--- config.mk ---
export PLATFORM = sky130hd
export DESIGN_NAME = ecc_load_sequencer_flat
export DESIGN_NICKNAME = d
export VERILOG_FILES = /design/src/rtl/ecc_pkg.sv /design/src/rtl/ecc_load_sequencer_if.sv /design/src/rtl/ecc_watchdog.sv /design/src/rtl/ecc_load_sequencer.sv /design/src/flat_wrapper.sv
export SDC_FILE = /design/constraint.sdc
export NUM_CORES = 2
export LEC_CHECK = 0
export CAP_MARGIN = 10
export CORE_AREA = 5 5 567 569
export DETAILED_ROUTE_END_ITERATION = 12
export DIE_AREA = 0 0 572 574
export GPL_TIMING_DRIVEN = 0
export PLACE_DENSITY_LB_ADDON = 0.25
export RECOVER_POWER = 50
export SLEW_MARGIN = 20
export SYNTH_ARGS = -nofsm -noshare
export SYNTH_HDL_FRONTEND = slang
export SYNTH_SLANG_ARGS = --single-unit
export TNS_END_PERCENT = 1
--- constraint.sdc ---
create_clock -name clk -period 85.6 [get_ports clk]
set_clock_uncertainty 0.15 [all_clocks]
set_input_delay 25.68 -clock clk [delete_from_list [all_inputs] [get_ports clk]]
set_output_delay 25.68 -clock clk [all_outputs]
set_load 0.01 [all_outputs]
--- src/rtl/ecc_pkg.sv ---
`default_nettype none
// ============================================================================
// Module  : ecc_pkg
// Brief   : Shared width, sequencer state encoding and operand slot codes.
// Revision: 1.0 - initial release
// ============================================================================
package ecc_pkg;

    localparam int ECC_WIDTH = 163;

    typedef enum logic [2:0] {
        ST_IDLE    = 3'd0,
        ST_LOAD    = 3'd1,
        ST_COMPUTE = 3'd2,
        ST_DONE    = 3'd3,
        ST_ERR     = 3'd4
    } seq_state_t;

    localparam logic [1:0] SLOT_X = 2'd0;
    localparam logic [1:0] SLOT_Y = 2'd1;
    localparam logic [1:0] SLOT_K = 2'd2;
    localparam logic [1:0] SLOT_B = 2'd3;

endpackage
`default_nettype wire

--- src/rtl/ecc_load_sequencer_if.sv ---
`default_nettype none
// ============================================================================
// Module  : ecc_load_sequencer_if
// Brief   : Sequencer <-> ECC core bus (enable, operand stream, results).
// Revision: 1.0 - initial release
// ============================================================================
interface ecc_load_sequencer_if
    import ecc_pkg::*;
#(
    parameter int WIDTH = ECC_WIDTH
);
    logic             core_enable;
    logic [WIDTH-1:0] core_din;
    logic             core_done;
    logic [WIDTH-1:0] core_dx;
    logic [WIDTH-1:0] core_dy;

    modport master (
        output core_enable,
        output core_din,
        input  core_done,
        input  core_dx,
        input  core_dy
    );

    modport slave (
        input  core_enable,
        input  core_din,
        output core_done,
        output core_dx,
        output core_dy
    );
endinterface
`default_nettype wire

--- src/rtl/ecc_watchdog.sv ---
`default_nettype none
// ============================================================================
// Module  : ecc_watchdog
// Brief   : Compute-phase cycle counter; flags the last permitted cycle.
// Revision: 1.0 - initial release
// ============================================================================
module ecc_watchdog #(
    parameter int TIMEOUT = 1000000,
    parameter int CNT_W   = 20
) (
    input  logic clk,
    input  logic rst,
    input  logic clear,
    input  logic count_en,
    output logic expired
);
    localparam logic [CNT_W-1:0] C_LAST = CNT_W'(TIMEOUT - 1);

    logic [CNT_W-1:0] r_count;

    always_ff @(posedge clk or posedge rst) begin
        if (rst) begin
            r_count <= '0;
        end else if (clear) begin
            r_count <= '0;
        end else if (count_en) begin
            r_count <= r_count + CNT_W'(1);
        end
    end

    assign expired = count_en && (r_count == C_LAST);

endmodule
`default_nettype wire

--- src/rtl/ecc_load_sequencer.sv ---
`default_nettype none
// ============================================================================
// Module  : ecc_load_sequencer
// Brief   : Snapshots X/Y/K/B, streams them to the ECC core, supervises the
//           computation with a watchdog and returns DX/DY via done/ack.
// Revision: 1.0 - initial release
// ============================================================================
module ecc_load_sequencer
    import ecc_pkg::*;
#(
    parameter int WIDTH   = ECC_WIDTH,
    parameter int TIMEOUT = 1000000,
    parameter int CNT_W   = 20
) (
    input  logic                   clk,
    input  logic                   rst,
    input  logic                   start,
    input  logic                   abort,
    input  logic                   ack,
    input  logic [WIDTH-1:0]       op_x,
    input  logic [WIDTH-1:0]       op_y,
    input  logic [WIDTH-1:0]       op_k,
    input  logic [WIDTH-1:0]       op_b,
    ecc_load_sequencer_if.master   core,
    output logic                   busy,
    output logic                   done,
    output logic                   timeout_err,
    output logic [WIDTH-1:0]       res_dx,
    output logic [WIDTH-1:0]       res_dy
);

    seq_state_t       r_state;
    logic [1:0]       r_slot;
    logic [WIDTH-1:0] r_op_x;
    logic [WIDTH-1:0] r_op_y;
    logic [WIDTH-1:0] r_op_k;
    logic [WIDTH-1:0] r_op_b;
    logic             r_core_enable;
    logic [WIDTH-1:0] r_core_din;
    logic             r_busy;
    logic             r_done;
    logic             r_timeout_err;
    logic [WIDTH-1:0] r_res_dx;
    logic [WIDTH-1:0] r_res_dy;

    logic             w_wd_clear;
    logic             w_wd_count;
    logic             w_expired;
    logic [WIDTH-1:0] w_next_operand;

    assign w_wd_count = (r_state == ST_COMPUTE);
    assign w_wd_clear = abort || (r_state != ST_COMPUTE);

    ecc_watchdog #(
        .TIMEOUT (TIMEOUT),
        .CNT_W   (CNT_W)
    ) u_watchdog (
        .clk      (clk),
        .rst      (rst),
        .clear    (w_wd_clear),
        .count_en (w_wd_count),
        .expired  (w_expired)
    );

    // core_din is registered, so the mux picks the operand for the slot after the current one.
    always_comb begin
        w_next_operand = r_op_b;
        case (r_slot)
            SLOT_X:  w_next_operand = r_op_y;
            SLOT_Y:  w_next_operand = r_op_k;
            default: w_next_operand = r_op_b;
        endcase
    end

    always_ff @(posedge clk or posedge rst) begin
        if (rst) begin
            r_state       <= ST_IDLE;
            r_slot        <= SLOT_X;
            r_op_x        <= '0;
            r_op_y        <= '0;
            r_op_k        <= '0;
            r_op_b        <= '0;
            r_core_enable <= 1'b0;
            r_core_din    <= '0;
            r_busy        <= 1'b0;
            r_done        <= 1'b0;
            r_timeout_err <= 1'b0;
            r_res_dx      <= '0;
            r_res_dy      <= '0;
        end else if (abort) begin
            r_state       <= ST_IDLE;
            r_slot        <= SLOT_X;
            r_core_enable <= 1'b0;
            r_core_din    <= '0;
            r_busy        <= 1'b0;
            r_done        <= 1'b0;
            r_timeout_err <= 1'b0;
        end else begin
            case (r_state)
                ST_IDLE: begin
                    if (start) begin
                        r_op_x        <= op_x;
                        r_op_y        <= op_y;
                        r_op_k        <= op_k;
                        r_op_b        <= op_b;
                        r_core_din    <= op_x;
                        r_core_enable <= 1'b1;
                        r_busy        <= 1'b1;
                        r_slot        <= SLOT_X;
                        r_state       <= ST_LOAD;
                    end
                end
                ST_LOAD: begin
                    if (r_slot == SLOT_B) begin
                        r_state <= ST_COMPUTE;
                    end else begin
                        r_slot     <= r_slot + 2'd1;
                        r_core_din <= w_next_operand;
                    end
                end
                ST_COMPUTE: begin
                    // A completion on the watchdog's last cycle still counts as success.
                    if (core.core_done) begin
                        r_res_dx      <= core.core_dx;
                        r_res_dy      <= core.core_dy;
                        r_done        <= 1'b1;
                        r_core_enable <= 1'b0;
                        r_core_din    <= '0;
                        r_busy        <= 1'b0;
                        r_state       <= ST_DONE;
                    end else if (w_expired) begin
                        r_timeout_err <= 1'b1;
                        r_core_enable <= 1'b0;
                        r_core_din    <= '0;
                        r_busy        <= 1'b0;
                        r_state       <= ST_ERR;
                    end
                end
                ST_DONE: begin
                    if (ack) begin
                        r_done  <= 1'b0;
                        r_state <= ST_IDLE;
                    end
                end
                ST_ERR: begin
                    if (ack) begin
                        r_timeout_err <= 1'b0;
                        r_state       <= ST_IDLE;
                    end
                end
                default: begin
                    r_state       <= ST_IDLE;
                    r_core_enable <= 1'b0;
                    r_core_din    <= '0;
                    r_busy        <= 1'b0;
                    r_done        <= 1'b0;
                    r_timeout_err <= 1'b0;
                end
            endcase
        end
    end

    assign core.core_enable = r_core_enable;
    assign core.core_din    = r_core_din;
    assign busy             = r_busy;
    assign done             = r_done;
    assign timeout_err      = r_timeout_err;
    assign res_dx           = r_res_dx;
    assign res_dy           = r_res_dy;

endmodule
`default_nettype wire
--- src/flat_wrapper.sv ---
// flat-port wrapper written by rule: the top's interface ports become plain ports
module ecc_load_sequencer_flat import ecc_pkg::*;
#(
    parameter int WIDTH   = ECC_WIDTH,
    parameter int TIMEOUT = 1000000,
    parameter int CNT_W   = 20
)
  (clk, rst, start, abort, ack, op_x, op_y, op_k, op_b, busy, done, timeout_err, res_dx, res_dy, core_core_enable, core_core_din, core_core_done, core_core_dx, core_core_dy);
  ecc_load_sequencer_if #(.WIDTH(WIDTH)) core_i ();
  input  logic clk;
  input  logic rst;
  input  logic start;
  input  logic abort;
  input  logic ack;
  input  logic [WIDTH-1:0] op_x;
  input  logic [WIDTH-1:0] op_y;
  input  logic [WIDTH-1:0] op_k;
  input  logic [WIDTH-1:0] op_b;
  output logic busy;
  output logic done;
  output logic timeout_err;
  output logic [WIDTH-1:0] res_dx;
  output logic [WIDTH-1:0] res_dy;
  output wire logic [$bits(core_i.core_enable)-1:0] core_core_enable;
  output wire logic [$bits(core_i.core_din)-1:0] core_core_din;
  input wire logic [$bits(core_i.core_done)-1:0] core_core_done;
  input wire logic [$bits(core_i.core_dx)-1:0] core_core_dx;
  input wire logic [$bits(core_i.core_dy)-1:0] core_core_dy;
  assign core_core_enable = core_i.core_enable;
  assign core_core_din = core_i.core_din;
  assign core_i.core_done = core_core_done;
  assign core_i.core_dx = core_core_dx;
  assign core_i.core_dy = core_core_dy;
  ecc_load_sequencer #(.WIDTH(WIDTH), .TIMEOUT(TIMEOUT), .CNT_W(CNT_W)) u_core (.clk(clk), .rst(rst), .start(start), .abort(abort), .ack(ack), .op_x(op_x), .op_y(op_y), .op_k(op_k), .op_b(op_b), .core(core_i), .busy(busy), .done(done), .timeout_err(timeout_err), .res_dx(res_dx), .res_dy(res_dy));
endmodule
==> impl_metrics.toml <==
[outcome]
status = "finished, violations left"
violations = "max-capacitance violations, max-slew violations"

[setup_path]
crit_cells = 5
cp_max_fo = 95
startpoint_type = "input port"
critPathMostFrequentCell = "clkbuf_1"
crit_path_start = "rst"
critical_path_arrival_ns = 40.03
r2r_setup_slack_ns = 80.89
rr_endpoint = "u_core.core.core_din[131]"
crit_type = "in -> async"
cp.required_ns = 85.03
crit_end = "u_core.core.core_din[29]"
slowest_delay_ns = 3.93
endpoint_kind = "async pin"
timing.rr.start = "u_core.u_watchdog.r_count[0]"
cpMaxStageDelayCell = "clkbuf_1"
r2r_cells = 7
crit_family = "buffers and inverters"
cp_cell_sequence = "dlygate4sd3_1, clkinvlp_2, clkbuf_1, clkbuf_1, clkbuf_1"
critPathBufInv = 5

[die]
initial_utilization_pct = 13.68
rows = 207
core_um2 = 316200
die_area_um2 = 328300
die_h_um = 574
die_w_um = 572
io_pins = 1477

[finish]
fillCellCount = 33926
layout-drive-gt1-share_pct = 25.87
syn_to_final_growth_pct = 57.85
post-route-cell-area_um2 = 68290
fin_nets = 5809

[power_and_ir_drop]
power_mw = 2.077
max-vdd-ir-drop_v = 0.00001406
p_per_area_nw_per_um2 = 30.41
p_leak_nw = 27.95

[routing]
antenna_left = 0
vias_per_cell = 3.797
drc = 0
first_iter_violations = 1826
dr.pass1.iters = 5
wl_per_cell_um = 29.85
wl_um = 273200
num_vias = 34755

[global_routing]
track_usage_pct = 15.95
grt_pass1_wl_um = 354200
grt_start_max_net_pins = 96
grt-ovfl-total = 0
grt_pass1_vias = 36689
antenna_found_initial = 197

[sta]
rsz0062_at_grt = "no"
slew_viol_final = 785
max_freq_mhz = 24.63
post-route-period-util_pct = 47.43
whs_ns = 0.3079
worst_pin_slew_ns = 5.309
hold_viol = 0
period_needed_ns = 40.60
setup_violations = 0
setup_tns_ns = 0
slew_headroom_pct = -253.9
postLayoutSetupSlackWorst_ns = 45.00

[clock_network]
cts_setup_buffers = 0
numClockSinks = 1006
cts_resized = 0
clockBufferDepth = 4
path_clk_slew_ns = 0.05
htree_levels = 4
clock_latency_ns = 0.80
tritoncts = "done"
cts_buffers = 141
root_buffer = "clkbuf_16"
cts_hold_buffers = 0

[logic_synthesis]
synth.top_cells.by_count = "dfrtp_1 (1006), mux2_2 (909), nand2_1 (177)"
ys.flop_type = "dfrtp_1"
syn_area_um2 = 43270
ys_seq_elements = 1006
yosysMostFrequentCell = "dfrtp_1"
synth_seq_area_share_pct = 58.19
yosysWarnings = 0
synth_area_leaders = "dfrtp_1 (58%), mux2_2 (24%), a22o_1 (3.3%)"
yosysUniqueCellTypes = 47
async_flop_share_pct = 100.0
synth_nets = 4169
yosysTopAreaCell = "dfrtp_1"
synth_edf_count = 0
syn_avg_cell_area_um2 = 13.60
syn_inst = 3181
synth_top_area_share_pct = 58.19

[hold_path]
worstHoldPathCells = 1
hp-class = "reg -> reg"

[place]
place_ws_ns = 56.17
hpwlAfterDp_um = 228500
routabilityCongestion = 0.8736
port_buffers = 1476
placed_area_um2 = 63830

[flow_run]
maxCapViolCount = 11
[cell type report]
cell class | instances | area [µm²] | area share (%)
multi-input cells | 1924 | 17000 | 24.90
clock buffers | 204 | 4036 | 5.910
well taps | 4180 | 5230 | 7.658
inverters | 9 | 35.03 | 0.05130
flip-flops and latches | 1006 | 25170 | 36.86
repair buffers | 1497 | 15090 | 22.10
diodes | 50 | 125.1 | 0.1832
clock inverters | 42 | 526.8 | 0.7713
plain buffers | 242 | 1071 | 1.568
[stage by stage]
step                std cells  util [%]
floorplan                3181         -
global placement         8837     20.01
detailed placement       8858     20.18
CTS                      9104     21.63
global route             9121     21.57
finish                   9154     21.60
[layer usage]
metal	up-vias	routed length (µm)	track usage, %
met5	-	1279	0
met4	202	8287	4.551
met3	485	26380	6.412
met2	1431	143600	29.73
met1	17710	93640	16.27
li1	14927	-	-
[layout by cell type, fill, tap and decap left out, types with 4 or more instances in the layout]
cell             Yosys  layout
clkinv_2             0      17
mux2_4              70      70
nor2_1              18      18
clkdlybuf4s50_1      0    1012
buf_1               13       7
buf_12               0       6
a22o_1             163     163
clkbuf_16            0     142
inv_1                8       7
clkbuf_8             0      25
dlygate4sd3_1        0     464
mux2_2             909     909
diode_2              0      50
nand3_1              7       7
or3_1                7       7
nor3b_1            163     163
nand4_1              7       7
clkbuf_1           173     213
buf_2               46      39
nand2_1            177     176
buf_8                7       9
dfrtp_1           1006    1006
a21oi_1            176     176
buf_16               0       5
inv_6                0       7
xor2_1               8       8
clkbuf_2             0      19
ha_1                 4       4
bufinv_16            0       7
o21ai_0            174     174
[worst min path at each step]
stage / start / end / slack [ns]
global placement: u_core.u_watchdog.r_count[0] / u_core.u_watchdog.r_count[0] / 0.29
finish: u_core.u_watchdog.r_count[0] / u_core.u_watchdog.r_count[0] / 0.31
CTS: u_core.u_watchdog.r_count[0] / u_core.u_watchdog.r_count[0] / 0.31
detailed placement: u_core.u_watchdog.r_count[0] / u_core.u_watchdog.r_count[0] / 0.30
global route: u_core.u_watchdog.r_count[0] / u_core.u_watchdog.r_count[0] / 0.33
floorplan: u_core.u_watchdog.r_count[0] / u_core.u_watchdog.r_count[0] / 0.27
[sequential cells by signal, indices dropped and copies added, names as in the netlist]
| signal | cells |
|---|---|
| u_core.core.core_din | 163 |
| u_core.r_op_b | 163 |
| u_core.r_op_k | 163 |
| u_core.r_op_y | 163 |
| u_core.res_dx | 163 |
| u_core.res_dy | 163 |
| u_core.u_watchdog.r_count | 20 |
| u_core.r_state | 3 |
| u_core.r_slot | 2 |
| u_core.busy | 1 |
| u_core.done | 1 |
| u_core.timeout_err | 1 |
[power breakdown]
group          total, mW  internal, mW  switching [mW]
clock network      0.593         0.351           0.243
registers          0.757         0.654           0.104
logic              0.726         0.368           0.358
total               2.08          1.37           0.705
[cell families (layout without fill, tap and decap cells)]
group           count (synthesis)  after routing  share of synthesized area (%)
other cells                     0             50                              0
xor+xnor                       10             10                         0.2024
simple gates                  404            404                          5.243
fa+ha+maj                       4              4                         0.1157
compound gates                527            527                          7.629
flops                        1006           1006                          58.19
buf+inv                       251           1994                          2.536
mux                           979            979                          26.09
[worst register-to-register path, cell delays in order (launching register included)]
cell	delay (ns)
dfrtp_1	0.36
ha_1	0.15
clkbuf_1	0.30
nand4_1	0.27
a221oi_1	0.33
clkbuf_1	1.87
buf_2	0.74
mux2_2	0.40
No activity file was read; power rests on OpenSTA's default activity.
